[src/rtl/toggle_pkg.sv]
// Shared definitions for the toggle event decoder: FSM state encoding and
// the default width of the pending-event counter.
package toggle_pkg;

  localparam int unsigned CNT_W_DEFAULT = 4;

  typedef enum logic [1:0] {
    IDLE = 2'd0,
    BUSY = 2'd1,
    OVF  = 2'd2
  } state_e;

endpackage

[src/rtl/toggle_edge_sync.sv]
// Input stages and level-change detector for a toggle-encoded event line.
// Build option TOGGLE_SYNC_EN: when defined, s1->s2 form a two-flop
// synchronizer so tog_in may be asynchronous (2-edge latency); when undefined,
// s2 is absent, s1 feeds s3 directly and tog_in must be synchronous to clk
// (1-edge latency).
module toggle_edge_sync (
  input  logic clk,
  input  logic rst,
  input  logic tog_in,
  output logic ev,
  output logic level_q
);

`ifdef TOGGLE_SYNC_EN
  logic s1_q, s2_q, s3_q;

  // Two-flop synchronizer followed by the tracked-level register.
  always_ff @(posedge clk) begin
    if (rst) begin
      s1_q <= 1'b0;
      s2_q <= 1'b0;
      s3_q <= 1'b0;
    end else begin
      s1_q <= tog_in;
      s2_q <= s1_q;
      s3_q <= s2_q;
    end
  end

  assign ev      = s2_q ^ s3_q;
  assign level_q = s3_q;
`else
  logic s1_q, s3_q;

  // Single capture stage followed by the tracked-level register.
  always_ff @(posedge clk) begin
    if (rst) begin
      s1_q <= 1'b0;
      s3_q <= 1'b0;
    end else begin
      s1_q <= tog_in;
      s3_q <= s1_q;
    end
  end

  assign ev      = s1_q ^ s3_q;
  assign level_q = s3_q;
`endif

endmodule

[src/rtl/toggle_event_decoder.sv]
// Receive-side decoder for toggle-encoded events: turns each level change of
// tog_in into an event, counts unaccepted events, offers them over a
// valid/ready handshake and flags overflow when the counter is full.
// Build option TOGGLE_SYNC_EN selects the synchronizing input stage
// (see toggle_edge_sync).
module toggle_event_decoder
  import toggle_pkg::*;
#(
  parameter int unsigned CNT_W = CNT_W_DEFAULT
) (
  input  logic             clk,
  input  logic             rst,
  input  logic             tog_in,
  input  logic             ev_ready,
  input  logic             ovf_clr,
  output logic             ev_valid,
  output logic [CNT_W-1:0] pending,
  output logic             overflow,
  output logic             level_q
);

  localparam logic [CNT_W-1:0] PEND_MAX = '1;
  localparam logic [CNT_W-1:0] PEND_ONE = CNT_W'(1);

  logic             ev;
  logic             acc;
  logic             full;
  logic             drop;
  logic [CNT_W-1:0] pending_q, pending_d;
  logic             overflow_q, overflow_d;
  state_e           state_q, state_d;

  toggle_edge_sync u_edge (
    .clk     (clk),
    .rst     (rst),
    .tog_in  (tog_in),
    .ev      (ev),
    .level_q (level_q)
  );

  assign ev_valid = (pending_q != '0);
  assign acc      = ev_valid & ev_ready;
  assign full     = (pending_q == PEND_MAX);
  assign drop     = ev & ~acc & full;

  // Pending counter: saturates at max instead of wrapping; a simultaneous
  // event and acceptance cancel out.
  always_comb begin
    pending_d = pending_q;
    if (ev && !acc && !full) begin
      pending_d = pending_q + PEND_ONE;
    end else if (!ev && acc) begin
      pending_d = pending_q - PEND_ONE;
    end
  end

  // Sticky overflow flag: a drop in the same cycle as a clear keeps it set.
  always_comb begin
    overflow_d = overflow_q;
    if (drop) begin
      overflow_d = 1'b1;
    end else if (ovf_clr) begin
      overflow_d = 1'b0;
    end
  end

  // Next-state logic; OVF is left on clear towards whichever state matches
  // the counter value after this edge.
  always_comb begin
    state_d = state_q;
    unique case (state_q)
      IDLE: begin
        if (ev) state_d = BUSY;
      end
      BUSY: begin
        if (drop) begin
          state_d = OVF;
        end else if ((pending_q == PEND_ONE) && acc && !ev) begin
          state_d = IDLE;
        end
      end
      OVF: begin
        if (ovf_clr && !drop) begin
          state_d = (pending_d == '0) ? IDLE : BUSY;
        end
      end
      default: state_d = IDLE;
    endcase
  end

  // State, counter and flag registers with synchronous reset.
  always_ff @(posedge clk) begin
    if (rst) begin
      pending_q  <= '0;
      overflow_q <= 1'b0;
      state_q    <= IDLE;
    end else begin
      pending_q  <= pending_d;
      overflow_q <= overflow_d;
      state_q    <= state_d;
    end
  end

  assign pending  = pending_q;
  assign overflow = overflow_q;

endmodule

[config.mk]
export PLATFORM = sky130hd
export DESIGN_NAME = toggle_event_decoder
export DESIGN_NICKNAME = d
export VERILOG_FILES = /design/src/rtl/toggle_pkg.sv /design/src/rtl/toggle_edge_sync.sv /design/src/rtl/toggle_event_decoder.sv
export SDC_FILE = /design/constraint.sdc
export NUM_CORES = 1
export LEC_CHECK = 0
export ABC_CLOCK_PERIOD_IN_PS = 2250
export CORE_MARGIN = 2
export CORE_UTILIZATION = 31
export DETAILED_ROUTE_END_ITERATION = 10
export PLACE_DENSITY = 0.64
export SYNTH_ARGS = -nofsm -noshare
export SYNTH_HDL_FRONTEND = slang
export SYNTH_SLANG_ARGS = --single-unit
[constraint.sdc]
create_clock -name clk -period 2.25 [get_ports clk]
set_input_delay 0.45 -clock clk [delete_from_list [all_inputs] [get_ports clk]]
set_output_delay 0.45 -clock clk [all_outputs]
set_load 0.02 [all_outputs]
=== Yosys cells after proc, flatten, opt, wreduce, memory -nomap -nowiden ===
Cells that the tools add are included.

* Bits in registers: 7
* Latch bits: 0
* Bits in writable memories: 0
* ROM bits: 0
* Input bits: 5
* Output and inout port bits: 7
* Memories: 0

* $add $sub $neg: 2
* $mul: 0
* Divide/modulo/power cells: 0
* Order comparisons: 0
* Equality and inequality tests: 1
* Shifts and indexed selects: 0
* Mux-type cells: 4
* Bitwise logic cells: 5
* Reductions and logical operators: 9

{| class="wikitable"
|+ Operator list
! operator !! number
|-
| $mux W4 || 2
|-
| $add A4 B1 Y4 const B || 1
|-
| $eq A4 B4 Y1 const B || 1
|-
| $reduce_bool A2 Y1 || 2
|-
| $reduce_bool A4 Y1 || 1
|-
| $sub A4 B1 Y4 const B || 1
|-
| $and A1 B1 Y1 || 3
|-
| $logic_and A1 B1 Y1 || 3
|-
| $logic_not A1 Y1 || 3
|-
| $mux W1 || 2
|-
| $not A1 Y1 || 1
|-
| $xor A1 B1 Y1 || 1
|}

=== Logic depth before layout (Yosys ltp) ===
* Depth after elaboration: 6
* Gate-level depth with buffers: 9
* Depth with buffers taken out: 8

=== Modules after synthesis ===
Synthesis repeated with hierarchy kept, for this count alone.

* Cells, all modules: 50
* Area total of the unflattened synthesis: 462.9 um^2

{| class="wikitable"
|+ By module, submodules not included
! module !! times used !! cells each !! area an instance (um^2) !! sequential area each (um^2)
|-
| toggle_event_decoder || 1 || 45 || 401.6 || 100.1
|-
| toggle_edge_sync || 1 || 5 || 61.3 || 40.0
|}

=== Worst setup path after synthesis ===
Ideal clock, no wire load.

* Path kind: flip-flop to flip-flop
* Start: register pending_q[3], in the netlist pending[3]
* End: register pending_q[3], in the netlist pending[3]
* Library setup time: 0.134 ns
* Arrival time: 2.079 ns
* Required time: 2.116 ns
* Slack: 0.037 ns
* Stages on the path, launching flop included: 10
* Cells stage by stage: dfxtp_1 o41ai_4 and3_1 buf_6 inv_1 ha_1 a21oi_1 a21boi_0 mux2i_1 o311ai_1

* Longest elaborated chain between the ends: 6

{| class="wikitable"
|+ RTL lines
! what !! line !! RTL
|-
| start: declaration || toggle_event_decoder.sv:29 || <nowiki>logic [CNT_W-1:0] pending_q, pending_d;</nowiki>
|-
| start signal: assignment || toggle_event_decoder.sv:98 || <nowiki>pending_q <= pending_d;</nowiki>
|-
| parallel branches: the longest is 6 deep, another holds $sub A4 B1 Y4 || n/a ||
|}

Parallel ways; which one is timed is not known. The select of a mux whose other input is x is not followed.
A chain may end at the register's enable or synchronous reset.

=== Worst setup path after layout ===
Same ends and word-level chain as after synthesis.

==> summary.md <==
| Metric | Value |
|---|---|
| Status | completed |
| Initial Util | 32.9% |
| Setup Skew | 0.00437 ns |
| Reg clk slew, reported paths | 0.06 ns |
| Max FO, Critical Path | 6 |
| Endpoints failing setup | 0 |
| Leakage power | 0.245 nW |
| Die Wd | 40.9 um |
| Synth Area per Inst | 9.61 um2 |
| Final Hold Vio Count | 0 |
| H-tree Lvls | 1 |
| Synth warn | 0 |
| Rel. slew slack | 77.7% |
| Final Util | 47.9% |
| Post-synthesis sequential area ratio | 33.1% |
| Sw frac | 42.1% |
| Layout cells sized above 1 | 23.4% |
| Setup TNS | 0 ns |
| Die area | 1680 um2 |
| Total power | 0.799 mW |
| Max VDD drop | 0.563 mV |
| Vias in the first global route | 295 |
| Largest net degree at the start of global routing | 8 |
| Max Clk Rate | 478 MHz |
| # IOs | 12 |
| CP endpoint kind | register |
| Final net count | 73 |
| Area Overhead vs Synth | 45.6% |
| # diodes | 0 |
| Insertion delay to the later sink of the worst-skew pair | 0.26 ns |
| Drt pass-1 iters | 4 |
| RSZ-0062 raised after global routing | no |
| CTS Root Cell | clkbuf_4 |
| Clk buf depth | 2 |
| Total GRT Usage | 11.6% |
| EDFF count, synth | 0 |
| Core ar. | 1280 um2 |
| Fin cells | 79 |
| Crit path kind | register to register |
| Chip height | 40.9 um |
| Reg power frac | 28.3% |
| DRC Markers | 0 |
| Initial antenna violation count | 0 |
| Startpoint class of the critical path | register |
| Setup ws final | 0.158 ns |
| Max-capacitance violation count | 0 |
| Drt initial violations | 2 |
| Synthesis-stage register bit count | 7 |
| Final hold slack | 0.479 ns |
| Fin area | 616 um2 |
| Pwr Density | 1300 nW/um2 |
| Int Pwr | 0.462 mW |
| Worst slew pin tran | 0.333 ns |
| Critical path arrival | 2.22 ns |
| Comb power frac | 57.2% |
| Vias | 372 |
| IO Port Bufs | 11 |
| Ys async rst share | 0% |
| FP Rows | 13 |
| Met3 WL | 63 um |
| Cells after DPL | 75 |
| Via density | 4.71 |
| Global-route wire length before repair | 1230 um |
| Dominant synthesized flop cell | dfxtp_1 |
| CTS tree | built |
| WP data required | 2.38 ns |
| Grt ovf | 0 |
| Worst Hold Class | register to register |
| GPL Wtd Cong | 0.708 |
| Post-DP HPWL | 663 um |
| DR top layer | met3 |
| Average wire per standard cell | 10.8 um |
| Filler cell count in the final layout | 128 |
| Minimum clock period | 2.09 ns |
| Clock power share | 14.5% |
| Met2 wire length | 360 um |
| Final ANT Viol Nets | 0 |
| Fin. max-slew vios | 0 |
| Final period util | 93.0% |
| Pre-CTS setup slack | -0.119 ns |
| Final WL | 857 um |
| Mapped Area | 423 um2 |
| Post-synthesis cell type count | 25 |
| Cells after Synth | 44 |
| M1 WL | 433 um |
| P_sw | 0.336 mW |
| Clock sinks | 7 |
| Mapped Nets | 52 |
| Num CTS Buffers | 3 |
| Post-DP Area | 586 um2 |
[final timing paths]
path	from	end	slack, ns	cells after the start
max	pending[3]	pending[3]	0.16	8
min	u_edge.s1_q	u_edge.level_q	0.48	1
max reg2reg	pending[3]	pending[3]	0.16	8
min reg2reg	u_edge.s1_q	u_edge.level_q	0.48	1
[metal layers]
layer,GRT usage [%],vias up
met4,0,0
met2,15.2,11
met5,0,-
li1,-,200
met1,16.0,161
met3,8.15,0
[cell type report]
| class | instances | area [um2] | share of cell area (%) |
|---|---|---|---|
| Clock buffer | 3 | 22.5 | 3.66 |
| Timing Repair Buffer | 17 | 154 | 25.0 |
| Clock inverter | 1 | 5.00 | 0.813 |
| Sequential cell | 7 | 140 | 22.8 |
| Tap cell | 15 | 18.8 | 3.05 |
| Multi-Input combinational cell | 35 | 272 | 44.1 |
| Inverter | 1 | 3.75 | 0.610 |
[logic make-up after synthesis]
| family | share of synthesized area (%) |
|---|---|
| adder cells (fa/ha/maj) | 10.7 |
| AO/OA/AOI/OAI | 19.8 |
| XOR/XNOR | 4.14 |
| multiplexers | 2.37 |
| buffers and inverters | 3.55 |
| AND/OR/NAND/NOR | 26.3 |
| flip-flops | 33.1 |
[synth_stat cells, types with 2 or more instances]
| cell | count | area share [%] |
|---|---|---|
| dfxtp_1 | 7 | 33 |
| a21oi_1 | 5 | 5.9 |
| nand3_1 | 3 | 3.5 |
| o21ai_0 | 3 | 3.5 |
| ha_1 | 2 | 5.9 |
| nand4_1 | 2 | 3.0 |
| nor2_1 | 2 | 1.8 |
| nor2b_1 | 2 | 3.0 |
| xor2_1 | 2 | 4.1 |
[cell usage in the layout, fill, tap and decap left out, types with 2 or more instances in the layout]
cell type,instances
buf_4,6
nor2_1,2
clkdlybuf4s50_1,10
dfxtp_1,7
clkbuf_4,3
xor2_1,2
nand4_1,2
o21ai_0,3
ha_1,2
nand3_1,3
nor2b_1,2
a21oi_1,4
[sequential cells by signal, summed over array words and instances, names as in the netlist]
signal	cells
u_edge.s1_q	1
pending	4
u_edge.level_q	1
overflow	1
[power groups by stage]
stage	combinational (mW)	clock [mW]	sequential (mW)
after floorplan	0.241	0	0.260
after global placement	0.457	0	0.230
after detailed placement	0.461	0	0.230
after CTS	0.451	0.120	0.228
after global routing	0.513	0.128	0.231
final	0.457	0.116	0.226
[timing repair]
action	in CTS	in global routing
buffers inserted	0	0
gates resized for setup	1	1
setup endpoints to repair	1	1
hold buffers	0	0
endpoints found under the hold margin	0	0
[worst max-delay path, cell delays in order (launching register included)]
cell and delay, ns:
dfxtp_1 0.38, o41ai_4 0.38, and3_1 0.23, inv_1 0.08, ha_1 0.31, a21oi_2 0.20, a21boi_0 0.12, mux2i_1 0.15
o311ai_1 0.12
Power figures use the tool's default switching activity.
